`config.mk`:
```
export PLATFORM = sky130hd
export DESIGN_NAME = usb_asp_in_ep_buf
export DESIGN_NICKNAME = d
export VERILOG_FILES = /design/src/rtl/usb_asp_in_ep_buf.sv
export SDC_FILE = /design/constraint.sdc
export NUM_CORES = 1
export LEC_CHECK = 0
export CORE_MARGIN = 4
export CORE_UTILIZATION = 61
export DETAILED_ROUTE_END_ITERATION = 7
export PLACE_DENSITY = 0.79
export SKIP_LAST_GASP = 1
export SLEW_MARGIN = 25
export SYNTH_ARGS = -nofsm -noshare
export SYNTH_HDL_FRONTEND = slang
export SYNTH_SLANG_ARGS = --single-unit
```
`constraint.sdc`:
```
create_clock -name clk -period 2.7 [get_ports clk]
set_input_delay 0.54 -clock clk [delete_from_list [all_inputs] [get_ports clk]]
set_output_delay 0.54 -clock clk [all_outputs]
set_load 0.02 [all_outputs]
```
`src/rtl/usb_asp_in_ep_buf.sv`:
```
// rtl/usb_asp_in_ep_buf.sv - USB IN-endpoint packet buffer with data toggle, NAK and retransmit
// Optional feature macro: USB_IN_EP_STALL_EN (endpoint stall flag and STALL handshakes)
module usb_asp_in_ep_buf #(
    parameter int MAX_PKT = 32,
    localparam int CW = $clog2(MAX_PKT + 1)
) (
    input  logic       clk,
    input  logic       reset,
    input  logic       in_ep_req,
    output logic       in_ep_grant,
    output logic       in_ep_data_free,
    input  logic       in_ep_data_put,
    input  logic [7:0] in_ep_data,
    input  logic       in_ep_data_done,
    input  logic       in_ep_stall,
    output logic       in_ep_acked,
    input  logic       in_token,
    input  logic       setup_token,
    output logic       tx_pkt_start,
    output logic [3:0] tx_pid,
    output logic       tx_data_avail,
    input  logic       tx_data_get,
    output logic [7:0] tx_data,
    input  logic       rx_ack,
    input  logic       ack_timeout
);
    localparam int AW = $clog2(MAX_PKT);
    localparam logic [CW-1:0] MAX_CNT = CW'(MAX_PKT);
    localparam logic [3:0] PID_DATA0 = 4'b0011;
    localparam logic [3:0] PID_DATA1 = 4'b1011;
    localparam logic [3:0] PID_NAK   = 4'b1010;
    localparam logic [3:0] PID_STALL = 4'b1110;

    typedef enum logic [1:0] {FILL, READY, XMIT, WAIT_ACK} state_t;

    state_t        state;
    logic [7:0]    pkt_buf [MAX_PKT];
    logic [CW-1:0] wcount;
    logic [CW-1:0] rptr;
    logic          toggle;
    logic          stall_active;
    logic          wr_en;

`ifdef USB_IN_EP_STALL_EN
    logic stall_flag;
    assign stall_active = stall_flag;

    // SETUP clears the stall even when a stall request lands in the same cycle.
    always_ff @(posedge clk) begin
        if (reset || setup_token)
            stall_flag <= 1'b0;
        else if (in_ep_stall)
            stall_flag <= 1'b1;
    end
`else
    logic unused_stall;
    assign unused_stall = in_ep_stall;
    assign stall_active = 1'b0;
`endif

    assign in_ep_grant     = in_ep_req;
    assign in_ep_data_free = (state == FILL) && (wcount < MAX_CNT);
    assign wr_en           = in_ep_data_put && in_ep_data_free;
    assign tx_data_avail   = (state == XMIT) && (rptr < wcount);
    assign tx_data         = pkt_buf[rptr[AW-1:0]];

    always_ff @(posedge clk) begin
        if (wr_en)
            pkt_buf[wcount[AW-1:0]] <= in_ep_data;
    end

    always_ff @(posedge clk) begin
        if (reset) begin
            state        <= FILL;
            wcount       <= '0;
            rptr         <= '0;
            toggle       <= 1'b0;
            tx_pkt_start <= 1'b0;
            tx_pid       <= 4'b0000;
            in_ep_acked  <= 1'b0;
        end else if (setup_token) begin
            state        <= FILL;
            wcount       <= '0;
            rptr         <= '0;
            toggle       <= 1'b1;
            tx_pkt_start <= 1'b0;
            in_ep_acked  <= 1'b0;
        end else begin
            tx_pkt_start <= 1'b0;
            in_ep_acked  <= 1'b0;
            if (in_token && stall_active) begin
                tx_pkt_start <= 1'b1;
                tx_pid       <= PID_STALL;
            end
            case (state)
                FILL: begin
                    if (wr_en)
                        wcount <= wcount + CW'(1);
                    if (in_token && !stall_active) begin
                        tx_pkt_start <= 1'b1;
                        tx_pid       <= PID_NAK;
                    end
                    if (in_ep_data_done || (wr_en && wcount == MAX_CNT - CW'(1)))
                        state <= READY;
                end
                READY: begin
                    if (in_token && !stall_active) begin
                        tx_pkt_start <= 1'b1;
                        tx_pid       <= toggle ? PID_DATA1 : PID_DATA0;
                        rptr         <= '0;
                        state        <= XMIT;
                    end
                end
                XMIT: begin
                    if (rptr == wcount)
                        state <= WAIT_ACK;
                    else if (tx_data_get)
                        rptr <= rptr + CW'(1);
                end
                WAIT_ACK: begin
                    // Timeout keeps toggle and payload so the retry is byte-identical.
                    if (rx_ack) begin
                        toggle      <= ~toggle;
                        wcount      <= '0;
                        in_ep_acked <= 1'b1;
                        state       <= FILL;
                    end else if (ack_timeout) begin
                        state <= READY;
                    end
                end
                default: state <= FILL;
            endcase
        end
    end
endmodule

```
==> summary.md, run 1 <==
| Metric | Value |
|---|---|
| Biggest fanout along the worst timing path | `7` |
| Initial Utilization | `0.619` |
| Number of antenna cells inserted | `0` |
| Vias in the first global route | `6,625` |
| Number of nets produced by synthesis | `615` |
| Final Net Count | `741` |
| Path type of the worst setup path | `flop to primary output` |
| Initial antenna violation count | `0` |
| Total Wirelength | `28,100 um` |
| Sequential element share of the synthesized area | `0.739` |
| Number of warnings issued by yosys | `0` |
| Hold buffer count at CTS | `0` |
| Netlist area before placement | `11,100 um2` |
| Routability-driven placement congestion ratio | `0.812` |
| Worst Setup End Kind | `primary output` |
| Synth unique cells | `between 40 and 50` |
| Worst reg2reg path depth | `7` |
| Least-Margin Pin Slew | `0.589 ns` |
| CTS tree | `yes` |
| Highest-count cells in the layout ignoring fill and taps | `sky130_fd_sc_hd__edfxtp_1, sky130_fd_sc_hd__buf_4, sky130_fd_sc_hd__mux4_2` |
| Run status | `finished, violations left` |
| Synthesis-to-layout area growth | `24.2%` |
| Via count | `6,318` |
| Setup violators final | `8` |
| Wire length of the first global-routing pass | `41,900 um` |
| Count of input and output buffers | `31` |
| Buffers from clock root to sink, at most | `3` |
| Final Max Tran Viols | `0` |
| Minimum period implied by the final worst setup slack | `2.88 ns` |
| Number of failing hold endpoints at the final stage | `0` |
| Path class of the lowest-slack min-delay path | `flop to flop` |
| Depth of the worst hold-timing path | `2` |
| Top FF cell, synth | `sky130_fd_sc_hd__edfxtp_1` |
| Synthesized flop and latch total | `281` |
| Number of standard-cell rows in the floorplan | `49` |
| Register-to-Register Setup Slack | `0.41 ns` |
| Post-Place Cell Area | `between 10,000 and 15,000 um2` |
| Worst skew pair latency | `0.55 ns` |
| Worst clock skew | `about 0.027 ns` |
| Pin count of the biggest net entering global routing | `33` |
| Violated checks | `negative setup slack` |
| Die span in x | `143 um` |
| Clock root buffer | `sky130_fd_sc_hd__clkbuf_16` |
| Biggest area consumer among synthesized cells | `sky130_fd_sc_hd__edfxtp_1` |
| Worst Setup Slack, final | `-0.182 ns` |
| Required time of the critical path | `between 2 and 2.5 ns` |
| Post-Synthesis Cells | `580` |
| Via density per instance | `6.60` |
| DP Wirelength | `15,000 um` |
| I/O pins | `36` |
| Top cell type's share of synthesized area | `0.693` |
| Maximum frequency from static timing analysis | `0.347 GHz` |
| Leakage power total | `4.46 nW` |
| VDD IR max | `0.644 mV` |
| Cell types occupying the most area after synthesis | `sky130_fd_sc_hd__edfxtp_1, sky130_fd_sc_hd__mux4_2, sky130_fd_sc_hd__dfxtp_1` |
| Crit share post-route | `1.07` |
| Number of clock buffers inserted by TritonCTS | `28` |
| Post-route antenna net violation count | `0` |
| Final design area excluding fillers | `13,800 um2` |
| Clock slew seen by the registers of the worst setup and hold paths | `~0.06 ns` |
| Overall global routing resource usage | `0.283` |
| Die Area | `20,400 um2` |
| Starting DRC count in detailed routing | `766` |
| TritonRoute pass-1 iters | `5` |
| Post-synth EDFFs | `roughly 260` |
| DR DRC count | `0` |
| Worst Hold Margin | `between 0.4 and 0.5 ns` |
| Most common cell after layout, fill and taps aside | `sky130_fd_sc_hd__edfxtp_1` |
| Number of max-cap violations | `0` |
| Launch instance of the worst register-to-register path | `state[0]` |
| Placeable core region | `around 18,000 um2` |
| Mean area per synthesized cell | `19.1 um2` |
| Data arrival time at the worst-slack endpoint | `2.34 ns` |
| H-tree depth | `1` |
| Proportion of synthesized flip-flops having asynchronous set or reset | `0` |
| Mean routed wirelength per cell | `29.3 um` |
| Max-slew headroom | `0.607` |
| Share of cells above drive strength 1 | `0.356` |
| Kind of start point of the critical path | `flop` |
| Total congestion overflow after global routing | `0` |
| Critical path destination | `tx_data[2]` |
| Die Y-Extent | `143 um` |
| Worst reg2reg path endpoint | `pkt_buf[5][7]` |
| Sink Count | `281` |
| Power density of the placed cells | `around 670 nW/um2` |
| RSZ-0062 raised after global routing | `true` |
[worst max-delay path, cell delays in order, from the launching register on]
cell                      delay, ns
sky130_fd_sc_hd__dfxtp_4       0.46
sky130_fd_sc_hd__buf_4         0.16
sky130_fd_sc_hd__buf_12        0.12
sky130_fd_sc_hd__mux4_2        0.58
sky130_fd_sc_hd__o22ai_4       0.23
sky130_fd_sc_hd__nor4_4        0.09
sky130_fd_sc_hd__buf_4         0.17
[per-stage QoR]
| step | TNS [ns] | setup slack [ns] | utilization | power, mW | std cells |
|---|---|---|---|---|---|
| after floorplan | 0 | 0.424 | - | 4.96 | 580 |
| after global placement | -0.352 | -0.0989 | 0.677 | 5.10 | 885 |
| after detailed placement | -0.701 | -0.175 | 0.677 | 5.12 | 885 |
| after CTS | -1.29 | -0.184 | 0.767 | 9.20 | 957 |
| after global routing | -1.59 | -0.217 | 0.769 | 9.47 | 957 |
| final | -1.16 | -0.182 | 0.769 | 9.21 | 957 |
[synth_stat cells (2+ instances only)]
cell type	n
sky130_fd_sc_hd__nand3_1	8
sky130_fd_sc_hd__mux4_2	64
sky130_fd_sc_hd__nor2b_1	7
sky130_fd_sc_hd__buf_4	5
sky130_fd_sc_hd__dfxtp_1	25
sky130_fd_sc_hd__o211ai_1	3
sky130_fd_sc_hd__o2111ai_1	2
sky130_fd_sc_hd__nor3_1	2
sky130_fd_sc_hd__nand4_1	2
sky130_fd_sc_hd__o21ai_1	4
sky130_fd_sc_hd__xor2_1	3
sky130_fd_sc_hd__buf_6	5
sky130_fd_sc_hd__edfxtp_1	256
sky130_fd_sc_hd__and2_1	2
sky130_fd_sc_hd__nand3b_1	6
sky130_fd_sc_hd__or3_1	2
sky130_fd_sc_hd__xnor2_1	4
sky130_fd_sc_hd__o22ai_1	33
sky130_fd_sc_hd__buf_2	8
sky130_fd_sc_hd__nand2_1	15
sky130_fd_sc_hd__a21oi_1	9
sky130_fd_sc_hd__inv_1	11
sky130_fd_sc_hd__nand2b_1	4
sky130_fd_sc_hd__buf_1	3
sky130_fd_sc_hd__ha_1	16
sky130_fd_sc_hd__o21ai_0	3
sky130_fd_sc_hd__nor2_1	49
sky130_fd_sc_hd__clkbuf_1	4
sky130_fd_sc_hd__nor4_1	8
[worst min-delay path by stage]
stage / start / endpoint / slack [ns]
6_report: tx_pid[0] / tx_pid[0] / 0.47
5_1_grt: tx_pid[0] / tx_pid[0] / 0.50
4_1_cts: tx_pid[1] / tx_pid[1] / 0.47
3_5_place_dp: tx_pid[1] / tx_pid[1] / 0.46
3_3_place_gp: tx_pid[1] / tx_pid[1] / 0.44
2_1_floorplan: rptr[1] / flop / 0.47
[power by group]
group          internal (mW)  switching (mW)  total, mW
clock                   2.54            1.63       4.17
combinational         0.0990           0.168      0.267
sequential              4.76          0.0100       4.77
[layout make-up]
| type | count | area [um2] |
|---|---|---|
| tap | 229 | 287 |
| timing repair buffer | 121 | 1160 |
| sequential | 281 | 8200 |
| multi-input combinational | 262 | 3090 |
| inverter | 12 | 45.0 |
| clock buffer | 34 | 744 |
| fill | 933 | 4130 |
| clock inverter | 18 | 244 |
[metal layers]
metal	global-route usage	routed length [um]	part of all wire	vias to the layer above
met5	0	0	0	-
met4	0.0940	929	0.033	0
met3	0.0368	2040	0.073	66
met2	0.494	15000	0.53	344
met1	0.375	10100	0.36	3295
li1	-	-	-	2613
[state kept, by name, summed over array words and instances, names as in the netlist, named ones only]
signal	cells
wcount	6
state	2
tx_pid	3
toggle	1
in_ep_acked	1
rptr	6
pkt_buf	256
tx_pkt_start	1
[timing repair]
action,in CTS,in global routing
hold endpoints to repair,0,0
gates cloned,4,0
setup buffers,19,2
resized for setup,115,18
endpoints found under the setup margin,10,9
pin swaps,17,10
[logic make-up after synthesis]
group	share of synthesized area
other cells	0.000338
buf+inv	0.0185
fa+ha+maj	0.0181
flops	0.739
mux	0.131
xor+xnor	0.00553
simple gates	0.0523
compound gates	0.0358
No activity file was read; power rests on OpenSTA's default activity.
==> run 2: changes to the inputs <==
CORE_UTILIZATION = 63   (was 61)
DONT_BUFFER_PORTS = 1   (was default)
==> run 2 against run 1 <==
Effect of this change: the flow still finishes with violations (negative setup slack); non-clock buffer count down 47; clock-buffer cell count up 2; sequential cell count unchanged; routed wire length down 6.4%.
==> summary.md, run 2 (same netlist as run 1, synthesis figures left out) <==
| Metric | Value |
|---|---|
| Critical path destination | `tx_data[6]` |
| Final Net Count | `692 (-6.6%)` |
| Routability-driven placement congestion ratio | `0.869 (+7.0%)` |
| Via density per instance | `6.73 (+2.0%)` |
| Busiest layer in global routing | `met2` |
| Buffers from clock root to sink, at most | `3 (unchanged)` |
| Worst Setup Slack, final | `-0.176 ns (+0.00640 ns)` |
| Worst clock skew | `0.0114 ns (-0.0153 ns)` |
| Most common cell after layout, fill and taps aside | `sky130_fd_sc_hd__edfxtp_1` |
| VDD IR max | `0.662 mV (+2.7%)` |
| Violated checks | `negative setup slack` |
| Hold buffer count at CTS | `0 (unchanged)` |
| Number of failing hold endpoints at the final stage | `0 (unchanged)` |
| DR DRC count | `0 (unchanged)` |
| Met1 Use GR | `0.360 (-0.0152)` |
| Highest-count cells in the layout ignoring fill and taps | `sky130_fd_sc_hd__edfxtp_1, sky130_fd_sc_hd__mux4_2, sky130_fd_sc_hd__buf_4` |
| Clock slew seen by the registers of the worst setup and hold paths | `0.06 ns (about the same)` |
| Pin count of the biggest net entering global routing | `48 (+45%)` |
| Worst skew pair latency | `0.53 ns (-0.02 ns)` |
| Post-Place Cell Area | `11,600 um2 (-4.0%)` |
| Initial Utilization | `0.641 (+0.0217)` |
| Mean routed wirelength per cell | `29.1 um (-0.62%)` |
| Path class of the lowest-slack min-delay path | `input pin to flop` |
| Overall global routing resource usage | `0.268 (-0.0151)` |
| Placeable core region | `17,300 um2 (-3.4%)` |
| Grt met3 use | `0.0505 (+0.0137)` |
| Number of clock buffers inserted by TritonCTS | `26 (-7.1%)` |
| Maximum frequency from static timing analysis | `0.348 GHz (+0.22%)` |
| Final Max Tran Viols | `0 (unchanged)` |
| Worst reg2reg path depth | `7 (unchanged)` |
| Cell-internal power | `6.86 mW (-7.2%)` |
| Required time of the critical path | `2.16 ns (about the same)` |
| Power density of the placed cells | `644 nW/um2 (-3.7%)` |
| Switching share of power | `0.196 (-0.000547)` |
| Vias in the first global route | `6,191 (-6.6%)` |
| Share of power burned in the clock network | `0.421 (-0.032)` |
| Combinational share of power | `0.020 (-0.009)` |
| CTS tree | `yes` |
| Die Area | `19,800 um2 (-3.0%)` |
| Total congestion overflow after global routing | `0 (unchanged)` |
| Via count | `6,068 (-4.0%)` |
| Worst reg2reg path endpoint | `pkt_buf[12][7]` |
| Wire length of the first global-routing pass | `38,800 um (-7.3%)` |
| Least-Margin Pin Slew | `0.557 ns (-0.0316 ns)` |
| Run status | `finished, violations left` |
| Total Wirelength | `26,300 um (-6.4%)` |
| DP Wirelength | `14,500 um (-3.5%)` |
| Register-to-Register Setup Slack | `0.24 ns (-0.17 ns)` |
| Leakage power total | `4.19 nW (-6.1%)` |
| Count of input and output buffers | `0 (-100%)` |
| Data arrival time at the worst-slack endpoint | `2.34 ns (about the same)` |
| Worst Setup End Kind | `primary output` |
| I/O pins | `36 (unchanged)` |
| Number of fill cells in the layout | `902 (-3.3%)` |
| Number of antenna cells inserted | `0 (unchanged)` |
| Max-slew headroom | `0.629 (+0.0211)` |
| Clock root buffer | `sky130_fd_sc_hd__clkbuf_16` |
| Number of standard-cell rows in the floorplan | `48 (-2.0%)` |
| Net Switching | `1.68 mW (-7.5%)` |
| Kind of start point of the critical path | `flop` |
| Final design area excluding fillers | `13,300 um2 (-3.7%)` |
| Setup violators final | `8 (unchanged)` |
| Starting DRC count in detailed routing | `701 (-8.5%)` |
| Max reg flops | `256 (unchanged)` |
| Die span in x | `141 um (-1.5%)` |
| H-tree depth | `1 (unchanged)` |
| Die Y-Extent | `141 um (-1.5%)` |
| Share of cells above drive strength 1 | `0.345 (-0.0111)` |
| Launch instance of the worst register-to-register path | `state[0]` |
| Path type of the worst setup path | `flop to primary output` |
| Number of max-cap violations | `0 (unchanged)` |
| Met2 usage in global routing | `0.447 (-0.0467)` |
| Crit share post-route | `1.07 (-0.00237)` |
| Sink Count | `281 (unchanged)` |
| Share of power burned in registers | `0.559 (+0.041)` |
| Pwr Total | `8.54 mW (-7.3%)` |
| Post-route antenna net violation count | `0 (unchanged)` |
| Synthesis-to-layout area growth | `19.7%` |
| Biggest fanout along the worst timing path | `4 (-3)` |
| RSZ-0062 raised after global routing | `true` |
| Initial antenna violation count | `0 (unchanged)` |
| TritonRoute pass-1 iters | `7 (+2)` |
| Minimum period implied by the final worst setup slack | `2.88 ns (-0.00640 ns)` |
run 2: changes by cell type in the layout (fill, tap and decap cells not counted), sizes merged:
cell / change
clkinvlp: +1
dlygate4sd2: -1
buf: -25
bufinv: -5
clkdlybuf4s50: -21
clkbuf: +2
clkinv: -3
run 2: what timing repair did:
item,in CTS,in global routing
gates resized for setup,54,32
gates cloned,5,0
pin swaps,11,17
setup buffers,16,5
setup endpoints to repair,9,9
run 2: how the worst min path moves through the flow:
stage	startpoint	to	slack [ns]	cells past startpoint
floorplan	rptr[1]	flop	0.47	2
global placement	toggle	tx_pid[3]	0.50	2
detailed placement	rptr[5]	rptr[5]	0.52	2
CTS	reset	toggle	0.05	1
global route	reset	tx_pkt_start	0.06	1
finish	reset	toggle	0.07	1
run 2: metrics by stage:
stage | setup WS (ns) | utilization | TNS, ns | instances | hold WS, ns
final | -0.176 | 0.767 | -1.17 | 901 | 0.0702
after global routing | -0.234 | 0.767 | -1.67 | 901 | 0.0610
after CTS | -0.190 | 0.759 | -1.23 | 900 | 0.0527
after detailed placement | 0.210 | 0.673 | 0 | 832 | 0.519
after global placement | 0.237 | 0.673 | 0 | 832 | 0.501
after floorplan | 0.424 | - | 0 | 580 | 0.475
run 2: power groups by stage:
stage	combinational (mW)	clock, mW	sequential [mW]
floorplan	0.0985	0	4.87
global placement	0.138	0	4.87
detailed placement	0.144	0	4.87
CTS	0.157	3.59	4.78
global route	0.178	3.83	4.77
finish	0.167	3.60	4.77
run 2: routing by layer:
layer | share of wire | vias to the layer above
met3 | 0.082 | 58
met2 | 0.53 | 365
li1 | - | 2509
met5 | 0 | -
met1 | 0.36 | 3136
met4 | 0.026 | 0
run 2: cell type report:
cell class,count,area (um2),area share
Sequential cell,281,8200,0.618
Multi-Input combinational cell,262,3110,0.235
Timing Repair Buffer,74,787,0.0593
Clock buffer,36,749,0.0565
Tap cell,225,282,0.0212
Clock inverter,11,88.8,0.00670
Inverter,12,47.5,0.00358
run 2: critical path, stage by stage, from the launching register on:
cell                      delay [ns]
sky130_fd_sc_hd__dfxtp_4        0.43
sky130_fd_sc_hd__buf_12         0.15
sky130_fd_sc_hd__buf_12         0.10
sky130_fd_sc_hd__buf_16         0.11
sky130_fd_sc_hd__mux4_2         0.55
sky130_fd_sc_hd__o22ai_4        0.24
sky130_fd_sc_hd__nor4_4         0.06
sky130_fd_sc_hd__buf_4          0.16
